File: src/rtl/branch_pred_pkg.sv
// rtl/branch_pred_pkg.sv - shared constants, helpers and types for branch predictor tables
package branch_pred_pkg;

  // Widest counter any predictor table in this family may use.
  localparam int CNT_W_MAX = 4;

  // Default geometry of the pattern history table.
  localparam int CNT_W_DEF = 2;
  localparam int IDX_W_DEF = 6;

  typedef logic [CNT_W_DEF-1:0] cnt_t;
  typedef logic [IDX_W_DEF-1:0] idx_t;

  // Weakly-not-taken: one below the taken threshold, 2^(w-1)-1.
  function automatic logic [CNT_W_MAX-1:0] cnt_init(input int cnt_w);
    return CNT_W_MAX'((1 << (cnt_w - 1)) - 1);
  endfunction

  // Saturation ceiling of a w-bit counter, 2^w-1.
  function automatic logic [CNT_W_MAX-1:0] cnt_max(input int cnt_w);
    return CNT_W_MAX'((1 << cnt_w) - 1);
  endfunction

endpackage

File: src/rtl/sat_counter_step.sv
// rtl/sat_counter_step.sv - combinational next-value of a saturating up/down counter
module sat_counter_step
  import branch_pred_pkg::*;
#(
  parameter int W = 2
) (
  input  logic [W-1:0] cnt_i,
  input  logic         dir_i,
  input  logic         en_i,
  output logic [W-1:0] cnt_o
);

  localparam logic [W-1:0] MAX_VAL = W'(cnt_max(W));

  // Step toward the resolved direction, holding at either rail.
  always_comb begin
    cnt_o = cnt_i;
    if (en_i) begin
      if (dir_i) begin
        if (cnt_i != MAX_VAL) cnt_o = cnt_i + 1'b1;
      end else begin
        if (cnt_i != '0) cnt_o = cnt_i - 1'b1;
      end
    end
  end

endmodule

File: src/rtl/branch_pht.sv
// rtl/branch_pht.sv - pattern history table predictor; BRANCH_PHT_GSHARE_EN adds gshare hashing
module branch_pht
  import branch_pred_pkg::*;
#(
  parameter int CNT_W  = 2,
  parameter int IDX_W  = 6,
  parameter int PC_W   = 32,
  parameter int PC_LSB = 2
) (
  input  logic             clk,
  input  logic             rstn,
  input  logic             pred_valid,
  input  logic [PC_W-1:0]  pred_pc,
  output logic             pred_rsp_valid,
  output logic             pred_taken,
  output logic [IDX_W-1:0] pred_idx,
  input  logic             upd_valid,
  input  logic [IDX_W-1:0] upd_idx,
  input  logic             upd_taken
);

  localparam int DEPTH = 1 << IDX_W;
  localparam logic [CNT_W-1:0] CNT_INIT = CNT_W'(cnt_init(CNT_W));

  logic [CNT_W-1:0] cnt_q [DEPTH];
  logic [CNT_W-1:0] cnt_d [DEPTH];

  logic [IDX_W-1:0] pc_idx;
  logic [IDX_W-1:0] rd_idx;
  logic [CNT_W-1:0] upd_cur;
  logic [CNT_W-1:0] upd_next;
  logic [CNT_W-1:0] rd_cnt;

  logic             rsp_valid_q, rsp_valid_d;
  logic             taken_q, taken_d;
  logic [IDX_W-1:0] idx_q, idx_d;

  // Only the index field of the PC matters; the rest is deliberately dropped.
  logic unused_pc;
  assign unused_pc = ^pred_pc;

  assign pc_idx = pred_pc[PC_LSB +: IDX_W];

`ifdef BRANCH_PHT_GSHARE_EN
  logic [IDX_W-1:0] ghr_q, ghr_d;

  // Hash with the history as it stood before any same-cycle resolve.
  assign rd_idx = pc_idx ^ ghr_q;

  // History shifts only on resolved branches, so it is never speculative.
  always_comb begin
    ghr_d = ghr_q;
    if (upd_valid) ghr_d = {ghr_q[IDX_W-2:0], upd_taken};
  end

  // Global history register.
  always_ff @(posedge clk or negedge rstn) begin
    if (!rstn) ghr_q <= '0;
    else       ghr_q <= ghr_d;
  end
`else
  assign rd_idx = pc_idx;
`endif

  assign upd_cur = cnt_q[upd_idx];

  sat_counter_step #(
    .W(CNT_W)
  ) u_step (
    .cnt_i (upd_cur),
    .dir_i (upd_taken),
    .en_i  (upd_valid),
    .cnt_o (upd_next)
  );

  // Write-first: a same-index resolve is visible to this cycle's lookup.
  assign rd_cnt = (upd_valid && (upd_idx == rd_idx)) ? upd_next : cnt_q[rd_idx];

  // Only the resolve port may modify the table.
  always_comb begin
    cnt_d = cnt_q;
    if (upd_valid) cnt_d[upd_idx] = upd_next;
  end

  // Counter storage, fully reset so no X ever reaches a prediction.
  always_ff @(posedge clk or negedge rstn) begin
    if (!rstn) begin
      for (int i = 0; i < DEPTH; i++) cnt_q[i] <= CNT_INIT;
    end else begin
      cnt_q <= cnt_d;
    end
  end

  // Response payload holds its last value when no request arrives.
  always_comb begin
    rsp_valid_d = pred_valid;
    taken_d     = taken_q;
    idx_d       = idx_q;
    if (pred_valid) begin
      taken_d = rd_cnt[CNT_W-1];
      idx_d   = rd_idx;
    end
  end

  // Registered prediction response.
  always_ff @(posedge clk or negedge rstn) begin
    if (!rstn) begin
      rsp_valid_q <= 1'b0;
      taken_q     <= 1'b0;
      idx_q       <= '0;
    end else begin
      rsp_valid_q <= rsp_valid_d;
      taken_q     <= taken_d;
      idx_q       <= idx_d;
    end
  end

  assign pred_rsp_valid = rsp_valid_q;
  assign pred_taken     = taken_q;
  assign pred_idx       = idx_q;

endmodule

File: config.mk
export PLATFORM = sky130hd
export DESIGN_NAME = branch_pht
export DESIGN_NICKNAME = d
export VERILOG_FILES = /design/src/rtl/branch_pred_pkg.sv /design/src/rtl/sat_counter_step.sv /design/src/rtl/branch_pht.sv
export SDC_FILE = /design/constraint.sdc
export NUM_CORES = 1
export LEC_CHECK = 0
export BUFFER_PORTS_ARGS = -buffer_cell sky130_fd_sc_hd__buf_2
export CAP_MARGIN = 10
export CORE_MARGIN = 1.5
export CORE_UTILIZATION = 50
export DETAILED_ROUTE_END_ITERATION = 7
export PLACE_DENSITY = 0.8
export SYNTH_ARGS = -nofsm -noshare
export SYNTH_HDL_FRONTEND = slang
export SYNTH_SLANG_ARGS = --single-unit
File: constraint.sdc
create_clock -name clk -period 2.5 [get_ports clk]
set_input_delay 0.375 -clock clk [delete_from_list [all_inputs] [get_ports clk]]
set_output_delay 0.375 -clock clk [all_outputs]
set_load 0.005 [all_outputs]
# --- After elaboration in Yosys (flattened, before gate mapping) ---
# Cells that the tools add are included.
# Widths: inputs -> output; s select.
word_totals:
  register_bits: 136
  word_cells: 93
  output_inout_bits: 8
  inputBits: 43
classes:
  add_sub_neg: 2
  reduce_logical: 3
  eq_ne: 2
  n_mux: 14
  magnitude_cmp: 3
  bitwise: 2
op_table:
  columns: ["cell", "count"]
  rows:
  - ["$bwmux 128", 1]
  - ["$bmux 2 s6", 2]
  - ["$mux 2", 10]
  - ["$ge 7x7->1 const B", 2]
  - ["$not 6->7", 2]
  - ["$demux 2 s6", 1]
  - ["$lt 7x1->1 const B", 1]
  - ["$eq 6x6->1", 1]
  - ["$add 2x1->2 const B", 1]
  - ["$logic_and 1x1->1", 2]
  - ["$ne 2x2->1 const B", 1]
  - ["$reduce_bool 2->1", 1]
  - ["$sub 2x1->2 const B", 1]

# --- Depth between registers and ports, before layout ---
# Gate-level depths: netlist of the first run.
depth:
  ltp_word: 9
  mapped_depth: 12
  depth_no_buf: 7

# --- Hierarchy ---
# From an unflattened synthesis of the first run, not the netlist that was laid out.
unflattened:
  cells_unflattened: 602
  hier_area_um2: 7462.2
modules_own_cells:
  columns: ["module", "cells_per_inst", "seq_area_each_um2", "n_inst", "area_each_um2"]
  rows:
  - ["branch_pht", 593, 3483.3, 1, 7399.6]
  - ["sat_counter_step", 9, 0.0, 1, 62.6]

# --- Least setup slack after synthesis of the first run ---
# Ideal clock, no wire load.
synth_path:
  path_kind: "input to register"
  start: "input port pred_pc[2]"
  end: "register taken_q, in the netlist pred_taken"
  n_path_buf: 2
  slack_ns: -0.258
  t_arrival_ns: 2.636
  path_stages: 9
  setup_time_ns: 0.123
  required_time_ns: 2.377
  path_cell_list: "clkbuf_1 buf_2 mux4_2 mux4_2 nand3b_1 o21ai_0 a31oi_1 nand3b_1 o221a_2"
synth_between:
  elab_chain_len: 5
  word_cells_on_any_way: 7
  classes_between: "eq/ne (1); mux (4); bitwise (1); reduce/logical (1)"
synth_rtl:
  columns: ["item", "line", "text"]
  rows:
  - ["start, declared", "branch_pht.sv:13", "input logic [PC_W-1:0] pred_pc,"]
  - ["$not 6->7 (not written as such)", "branch_pht.sv:77", "assign rd_cnt = (upd_valid && (upd_idx == rd_idx)) ? upd_next : cnt_q[rd_idx];"]
  - ["$bmux 2 s6", "branch_pht.sv:77", null]
  - ["$mux 2 (not written as such) (2 in series)", "branch_pht.sv:77", null]
  - ["$mux 2 *", "branch_pht.sv:77", null]
  - ["end signal, assigned", "branch_pht.sv:113", "taken_q <= taken_d;"]
  - ["end, declared", "branch_pht.sv:35", "logic taken_q, taken_d;"]
# Every way passes the cells marked *; elsewhere a longest branch is shown, timed or not. The select of a mux whose other input is x is not followed.
# A chain may end at the register's enable or synchronous reset.

# --- Final worst setup path of the first run ---
layout_path:
  start: "register cnt_q[115] in the netlist's numbering"
  end: "register cnt_q[97] in the netlist's numbering"
layout_between:
  elab_chain_len: 8
  word_cells_on_any_way: 12
  classes_between: "add/sub (2); eq/ne (1); mux (8); reduce/logical (1)"
layout_rtl:
  columns: ["item", "line", "text"]
  rows:
  - ["start, declared", "branch_pht.sv:25", "logic [CNT_W-1:0] cnt_q [DEPTH];"]
  - ["start signal, assigned", "branch_pht.sv:90", "cnt_q <= cnt_d;"]
  - ["$bmux 2 s6 *", "branch_pht.sv:65", "assign upd_cur = cnt_q[upd_idx];"]
  - ["$mux 2 (not written as such) * (2 in series)", "branch_pht.sv:65", null]
  - ["$sub 2x1->2 (tied with other cells)", "sat_counter_step.sv:22", "if (cnt_i != '0) cnt_o = cnt_i - 1'b1;"]
  - ["$mux 2, on equally long branches", "sat_counter_step.sv:22, sat_counter_step.sv:20", null]
  - ["$mux 2", "sat_counter_step.sv:19", "if (dir_i) begin"]
  - ["$mux 2 *", "sat_counter_step.sv:18", "if (en_i) begin"]
  - ["$bwmux 128 *", "branch_pht.sv:82", "if (upd_valid) cnt_d[upd_idx] = upd_next;"]
# Marks and branches as above.

==> reports/metrics.csv, run 1 <==
metric;value;unit
fmax;0.379;GHz
grt_pass1_wl;32.9;mm
vias;5507;
layout_commonest_cell;mux2_2;
grt_max_degree;72;
setup_ws;-0.138;ns
endpoint_kind;register;
startpoint;cnt_q[115];
clock-root-buffer;clkbuf_16;
first_pass_iters;5;
hold_start;pred_valid;
ir_worst_vdd;0.571;mV
fillers;1135;
tritoncts;yes;
drv_cap;0;
fin_crit;2.64;ns
initial_core_util;50.8;%
hold_violations;0;
cts_htree_levels;4;
clock_sinks;136;
ant_nets;0;
slowest_delay;0.55;ns
fin_crit_sh;106;%
seqCellArea;3480;um^2
cp.required;2.80;ns
tightest_slew;0.667;ns
drcViolationCount;0;
finalClockSkew;0.0138;ns
die_area;16100;um^2
crit_type;register to register;
stdcell_count;878;
failed_checks;setup timing;
place_congestion;0.992;
cts_buffers;17;
clock_latency;0.43;ns
drive_gt1_share;59.3;%
syn-num-nets;626;
place_hpwl;14.7;mm
min_path_type;input pin to register;
ys_seq_elements;136;
cts.path.max_buffers;2;
pwr_density_cell;634;nW/um^2
async_flop_share;100;%
diodes;0;
power;0.00589;W
track_usage;27.6;%
port_buffers;24;
clkTransAtPathRegs;0.06;ns
die_h;127;um
ys_seq_area_share;45.5;%
slew_viol_final;0;
syn_avg_cell_area;13.1;um^2
first_global_vias;5878;
netlist_instances;583;
leakage;4.02;nW
synth_cell_types;66;
routed_wirelength;20.9;mm
ys_warn_count;0;
syn2layout_area_growth;21.2;%
final_cell_mix;mux2_2, buf_4, dfrtp_1;
syn_area;7660;um^2
antenna_found_initial;1;
ys.flop_type;dfrtp_1;
critPathArrivalTime;2.94;ns
r2r_start;cnt_q[115];
slew_headroom;55.5;%
core_region_area;15100;um^2
routed_via_density;6.27;
drtIter0Drc;606;
dieWidth;127;um
row_count;45;
setup-violations-final;127;
fin_nets;720;
wl_per_cell;23.8;um
pin_count;51;
rsz0062_at_grt;true;
multi_input_area;4060;um^2
synth-edff-count;0;
cp_slowest_cell;or4_4;
overflow;0;
holdWs;0.215;ns
path_cells;mux2_4, a221oi_2, o311ai_1, or4_4, nor3_4, o211ai_4, buf_12, mux2_2;
critPathLaunchType;register;
status;finished, violations left;
dp_cells;842;
cp_max_fo;32;
routing by layer:
metal / vias to the layer above / global-route usage (%) / wire, um
met1: 2829 / 36.1 / 8540
met4: 0 / 10.5 / 616
li1: 2361 / - / -
met2: 258 / 44.4 / 10000
met3: 59 / 7.34 / 1700
met5: - / 0 / 0
synthesized netlist by cell type, types with 7 or more instances:
cell      instances  area (um^2)
mux2_2          141         1590
and3_1            7         43.8
clkbuf_1         11         41.3
mux2i_1          14          140
dfrtp_1          72         1800
nand2_1          33          124
dfstp_2          64         1680
buf_6            18          203
nand3b_1          9         67.6
nor2_1           51          191
mux4_2           34          766
buf_2             9         45.0
registers in the layout, indices dropped and copies added, names as in the netlist:
name            count
cnt_q             128
pred_taken          1
pred_rsp_valid      1
pred_idx            6
cells by family after synthesis:
| logic type | synth area share [%] |
|---|---|
| XOR/XNOR | 0.686 |
| AO/OA/AOI/OAI | 6.14 |
| multiplexers | 32.9 |
| AND/OR/NAND/NOR | 10.5 |
| flip-flops | 45.5 |
| buffers and inverters | 4.31 |
worst paths after layout:
kind | end | slack (ns) | cells after the start
setup / recovery | cnt_q[97] | -0.14 | 8
hold / removal | pred_rsp_valid | 0.22 | 1
setup reg to reg | cnt_q[97] | -0.14 | 8
hold reg to reg | pred_idx[3] | 0.50 | 1
max in group asynchronous | cnt_q[10] | 1.16 | 3
min in group asynchronous | cnt_q[107] | 0.53 | 2
critical path: cells and delay by family, from the launching register on:
| kind | cells | cell delay [ns] |
|---|---|---|
| AO/OA/AOI/OAI | 3 | 0.53 |
| buffers and inverters | 1 | 0.19 |
| flip-flops | 1 | 0.39 |
| multiplexers | 2 | 0.55 |
| AND/OR/NAND/NOR | 2 | 0.82 |
power breakdown:
group	total (W)	leakage, nW	internal, W	switching, W
clock	0.00246	0.281	0.00151	0.000944
combinational	0.000870	2.09	0.000452	0.000418
sequential	0.00256	1.64	0.00244	0.000116
stage by stage:
stage	setup TNS (ns)	cell area, um^2	util (%)	worst slack [ns]
after floorplan	-19.77	7790	-	-0.163
after global placement	-87.35	8570	56.8	-0.692
after detailed placement	-93.53	8570	56.8	-0.749
after CTS	-12.90	9230	61.2	-0.127
after global routing	-23.91	9290	61.6	-0.211
final	-13.66	9290	61.6	-0.138
cell type report:
class                           instances  share of cell area, %
Inverter                                1                 0.0404
Tap cell                              188                   2.53
Timing Repair Buffer                  120                   10.1
Clock inverter                          9                   1.09
Multi-Input combinational cell        401                   43.7
Clock buffer                           23                   5.04
Sequential cell                       136                   37.5
timing repair:
item	in CTS	in global routing
hold buffers	1	0
buffers inserted	3	1
resized for setup	19	14
pin swaps	2	3
hold endpoints to repair	33	0
setup endpoints to repair	129	129
(Power assumes the default switching activity.)
==> run 2, diff against run 1 <==
Settings changed: REMOVE_ABC_BUFFERS set to 1.
==> run 2 against run 1 <==
Against the previous run: the flow still finishes with violations (setup timing); critical path depth stayed put; design area is 1.1% lower; hold slack worse by 0.15 ns; core utilization is 0.70 points lower; critical endpoint is now cnt_q[11]; largest cell class unchanged.
==> reports/metrics.csv, run 2 (synthesis gave the netlist of run 1 again) <==
metric;value;unit
critPathArrivalTime;3.01;ns
r2r_slack;-0.19;ns
comb_power_share;13.9;%
track_usage;27.0;%
largest_reg_flops;128;
ir_worst_vdd;0.516;mV
r2r_start;cnt_q[113];
cts_buffers;17;
place_congestion;0.957;
crit_type;register to register;
dieWidth;127;um
tightest_slew;0.845;ns
swShare;25.3;%
layout_commonest_cell;mux2_2;
slew_headroom;43.6;%
setup_ws;-0.191;ns
startpoint;cnt_q[113];
reg2reg_to;cnt_q[11];
min_path_type;input pin to asynchronous set/reset pin;
cp.required;2.81;ns
fmax;0.372;GHz
place_hpwl;14.1;mm
clock_latency;0.44;ns
postPlaceCellArea;8460;um^2
antenna_found_initial;1;
rsz0062_at_grt;true;
clkPwrFrac;43.8;%
core_region_area;15100;um^2
setup-violations-final;129;
stdcell_count;871;
initial_core_util;50.8;%
dp_cells;835;
cts_hold_buf;0;
failed_checks;setup timing;
fin_nets;712;
port_buffers;24;
ant_nets;0;
hold_violations;0;
switching_power;0.00153;W
clock-root-buffer;clkbuf_16;
final_cell_mix;mux2_2, buf_4, dfrtp_1;
endpoint_kind;register;
tritoncts;yes;
pwr_density_cell;657;nW/um^2
drcViolationCount;0;
cts_htree_levels;4;
overflow;0;
routed_wirelength;20.2;mm
cts.path.max_buffers;2;
grt_pass1_wl;32.5;mm
fin_crit;2.69;ns
seqPwrFrac;42.3;%
pin_count;51;
vias;5427;
slew_viol_final;0;
grt_max_degree;137;
finalClockSkew;0.00841;ns
drv_cap;0;
p_int;0.00450;W
wl_per_cell;23.2;um
status;finished, violations left;
critPathLaunchType;register;
routed_via_density;6.23;
fin_crit_sh;108;%
fillers;1123;
row_count;45;
holdWs;0.0662;ns
leakage;3.95;nW
first_global_vias;5845;
reg2reg_depth;8;
largest-register;cnt_q;
die_area;16100;um^2
first_pass_iters;5;
clock_sinks;136;
clkTransAtPathRegs;0.06;ns
drtIter0Drc;673;
cp_max_fo;32;
drive_gt1_share;59.5;%
fin_area;9180;um^2
syn2layout_area_growth;19.8;%
die_h;127;um
## run 2: worst max-delay path by stage
| stage | end | slack (ns) | cells past startpoint |
|---|---|---|---|
| after floorplan | cnt_q[0] | -0.42 | 7 |
| after global placement | cnt_q[34] | -0.64 | 10 |
| after detailed placement | cnt_q[62] | -0.71 | 10 |
| after CTS | cnt_q[11] | -0.16 | 8 |
| after global routing | cnt_q[97] | -0.25 | 8 |
| final | cnt_q[11] | -0.19 | 8 |
## run 2: worst max-delay path: stages (launching register included)
cell and delay (ns):
dfrtp_1 0.40, mux2_4 0.28, a221oi_2 0.28, o311ai_1 0.14
or4_4 0.57, nor3_4 0.26, o211ai_4 0.15, buf_12 0.19
mux2_2 0.28
## run 2: cell type report
| type | instances | area [um^2] | area share, % |
|---|---|---|---|
| diodes | 1 | 2.50 | 0.0273 |
| clock buffers | 20 | 457 | 4.97 |
| clock inverters | 12 | 166 | 1.81 |
| inverters | 1 | 3.75 | 0.0409 |
| multi-input cells | 401 | 3920 | 42.7 |
| flip-flops and latches | 136 | 3480 | 37.9 |
| well taps | 188 | 235 | 2.56 |
| repair buffers | 112 | 913 | 9.95 |
## run 2: per-layer routing
metal  vias up  global-route usage, %  share of wire (%)
met5         -                      0                  0
met1      2760                   33.4                 39
met2       249                   44.4                 49
met3        77                   6.96                7.5
met4         0                   13.3                4.3
li1       2341                      -                  -
## run 2: through the flow
stage	power [W]	setup slack (ns)	setup TNS (ns)	util, %
after floorplan	0.00295	-0.420	-38.56	-
after global placement	0.00334	-0.641	-80.52	56.0
after detailed placement	0.00339	-0.710	-85.34	56.0
after CTS	0.00605	-0.157	-17.02	60.7
after global routing	0.00625	-0.246	-27.71	60.8
final	0.00603	-0.191	-21.37	60.8
## run 2: timing repair
item	4_1_cts	5_1_grt
hold endpoints to repair	0	0
gates resized for setup	16	4
buffers inserted	3	0
endpoints found under the setup margin	129	129
pin swaps	4	0
gates cloned	0	0
## run 2: power by group through the flow
| stage | Combinational (W) | Clock, W | Sequential, W |
|---|---|---|---|
| after floorplan | 0.000415 | 0 | 0.00254 |
| after global placement | 0.000777 | 0 | 0.00257 |
| after detailed placement | 0.000807 | 0 | 0.00258 |
| after CTS | 0.000826 | 0.00268 | 0.00255 |
| after global routing | 0.000889 | 0.00279 | 0.00257 |
| final | 0.000836 | 0.00264 | 0.00255 |
==> run 3, diff against run 2 <==
Settings changed: CORE_UTILIZATION 50 to 40, PLACE_DENSITY 0.8 to 0.69.
==> run 3 against run 2 <==
Against the previous run: the run ends with hold timing, setup timing left; via count grew 4.0%; power up 6.8%; sequential cell count did not move; sequential power barely moved; global-route usage decreased by 3.7 points; count of clock-buffer cells in the layout grew 1; critical endpoint is now cnt_q[86].
==> reports/metrics.csv, run 3 (synthesis gave the netlist of run 1 again) <==
metric;value;unit
slew_headroom;53.1;%
ir_worst_vdd;0.432;mV
critPathLaunchType;register;
place_congestion;0.890;
routed_via_density;5.98;
largest-register;cnt_q;
clock-root-buffer;clkbuf_16;
dieWidth;141;um
cp_max_fo;7;
failed_checks;hold timing, setup timing;
diodes;0;
drv_cap;0;
wl_per_cell;24.0;um
fin_area;9850;um^2
postPlaceCellArea;8680;um^2
cts_buffers;17;
path_delay_family;simple AND/OR/NAND/NOR gates;
crit_type;register to register;
grt_pass1_wl;34.8;mm
finalClockSkew;0.00980;ns
die_h;141;um
routed_wirelength;22.7;mm
place_hpwl;14.7;mm
antenna_found_initial;0;
port_buffers;24;
row_count;50;
cts.path.max_buffers;2;
initial_core_util;40.8;%
slew_viol_final;0;
clock_latency;0.43;ns
tritoncts;yes;
path_cells;and3b_1, o21ai_0, a21oi_1, or4_4, nor3_4, buf_6, o32ai_4, buf_12, clkbuf_16, mux2_4;
fin_crit_sh;108;%
first_pass_iters;5;
die_area;20000;um^2
cp.required;2.85;ns
min_path_type;input pin to asynchronous set/reset pin;
pwr_density_cell;654;nW/um^2
cts_htree_levels;4;
tightest_slew;0.703;ns
drive_gt1_share;61.1;%
status;finished, violations left;
endpoint_kind;register;
drtIter0Drc;487;
clock_sinks;136;
rsz0062_at_grt;true;
syn2layout_area_growth;28.5;%
worst-path-buf-inv;3;
fin_nets;740;
largest_reg_flops;128;
core_region_area;18800;um^2
cp_slowest_cell;or4_4;
holdWs;-0.00271;ns
cts_hold_buf;0;
critPathArrivalTime;3.06;ns
fmax;0.370;GHz
first_global_vias;5972;
layout_commonest_cell;buf_4;
fin_crit;2.70;ns
hold_violations;1;
setup-violations-final;128;
pin_count;51;
clkTransAtPathRegs;0.06;ns
final_cell_mix;buf_4, mux2_2, dfrtp_1;
slowest_delay;0.64;ns
final_util;52.5;%
ant_nets;0;
drcViolationCount;0;
overflow;0;
vias;5646;
grt_max_degree;51;
leakage;4.27;nW
setup_ws;-0.204;ns
track_usage;23.4;%
run 3: cell types whose count changed in the layout (fill, tap and decap cells not counted), sizes merged:
cell	delta
buf	+26
bufinv	+3
clkbuf	+3
clkinvlp	-1
diode	-1
inv	-3
run 3: report_power, final:
group	internal (W)	switching, W	leakage (nW)
Combinational	0.000528	0.000454	2.30
Clock	0.00193	0.000971	0.327
Sequential	0.00244	0.000115	1.64
Total	0.00490	0.00154	4.27
run 3: layout make-up:
cell class / count / area (um^2)
Multi-Input combinational cell: 401 / 4110
Sequential cell: 136 / 3480
Fill cell: 1516 / 8920
Timing Repair Buffer: 140 / 1280
Clock inverter: 11 / 219
Clock buffer: 21 / 460
Tap cell: 234 / 293
Inverter: 1 / 3.75
run 3: metrics by stage:
| stage | total power (W) | instances | worst slack (ns) | hold slack [ns] | TNS, ns |
|---|---|---|---|---|---|
| after global placement | 0.00338 | 901 | -0.636 | 0.451 | -80.07 |
| final | 0.00644 | 944 | -0.204 | -0.00271 | -20.04 |
| after floorplan | 0.00295 | 538 | -0.420 | 0.0794 | -38.56 |
| after CTS | 0.00640 | 942 | -0.125 | 0.0104 | -12.92 |
| after global routing | 0.00662 | 944 | -0.259 | 0.0452 | -28.33 |
| after detailed placement | 0.00342 | 901 | -0.772 | 0.465 | -93.45 |
run 3: what timing repair did:
action,in CTS,in global routing
gates resized for setup,49,37
cloned,3,3
setup buffers,8,1
pin swaps,12,8
setup endpoints to repair,129,129
run 3: worst paths after layout:
path                                   from        endpoint  slack [ns]  cells past startpoint
worst max-delay path              cnt_q[89]       cnt_q[86]       -0.20                     10
worst min-delay path                   rstn      cnt_q[125]      -0.003                      1
worst max register to register    cnt_q[89]       cnt_q[86]       -0.20                     10
worst min register to register  pred_idx[3]     pred_idx[3]        0.50                      1
max in group asynchronous              rstn        cnt_q[0]        1.68                      2
min in group clk                 pred_valid  pred_rsp_valid        0.19                      1
run 3: per-layer routing:
layer / GRT usage, % / share of wire, %
met1: 30.3 / 40
met2: 37.4 / 48
met3: 5.06 / 7.4
met4: 11.2 / 3.9
met5: 0 / 0
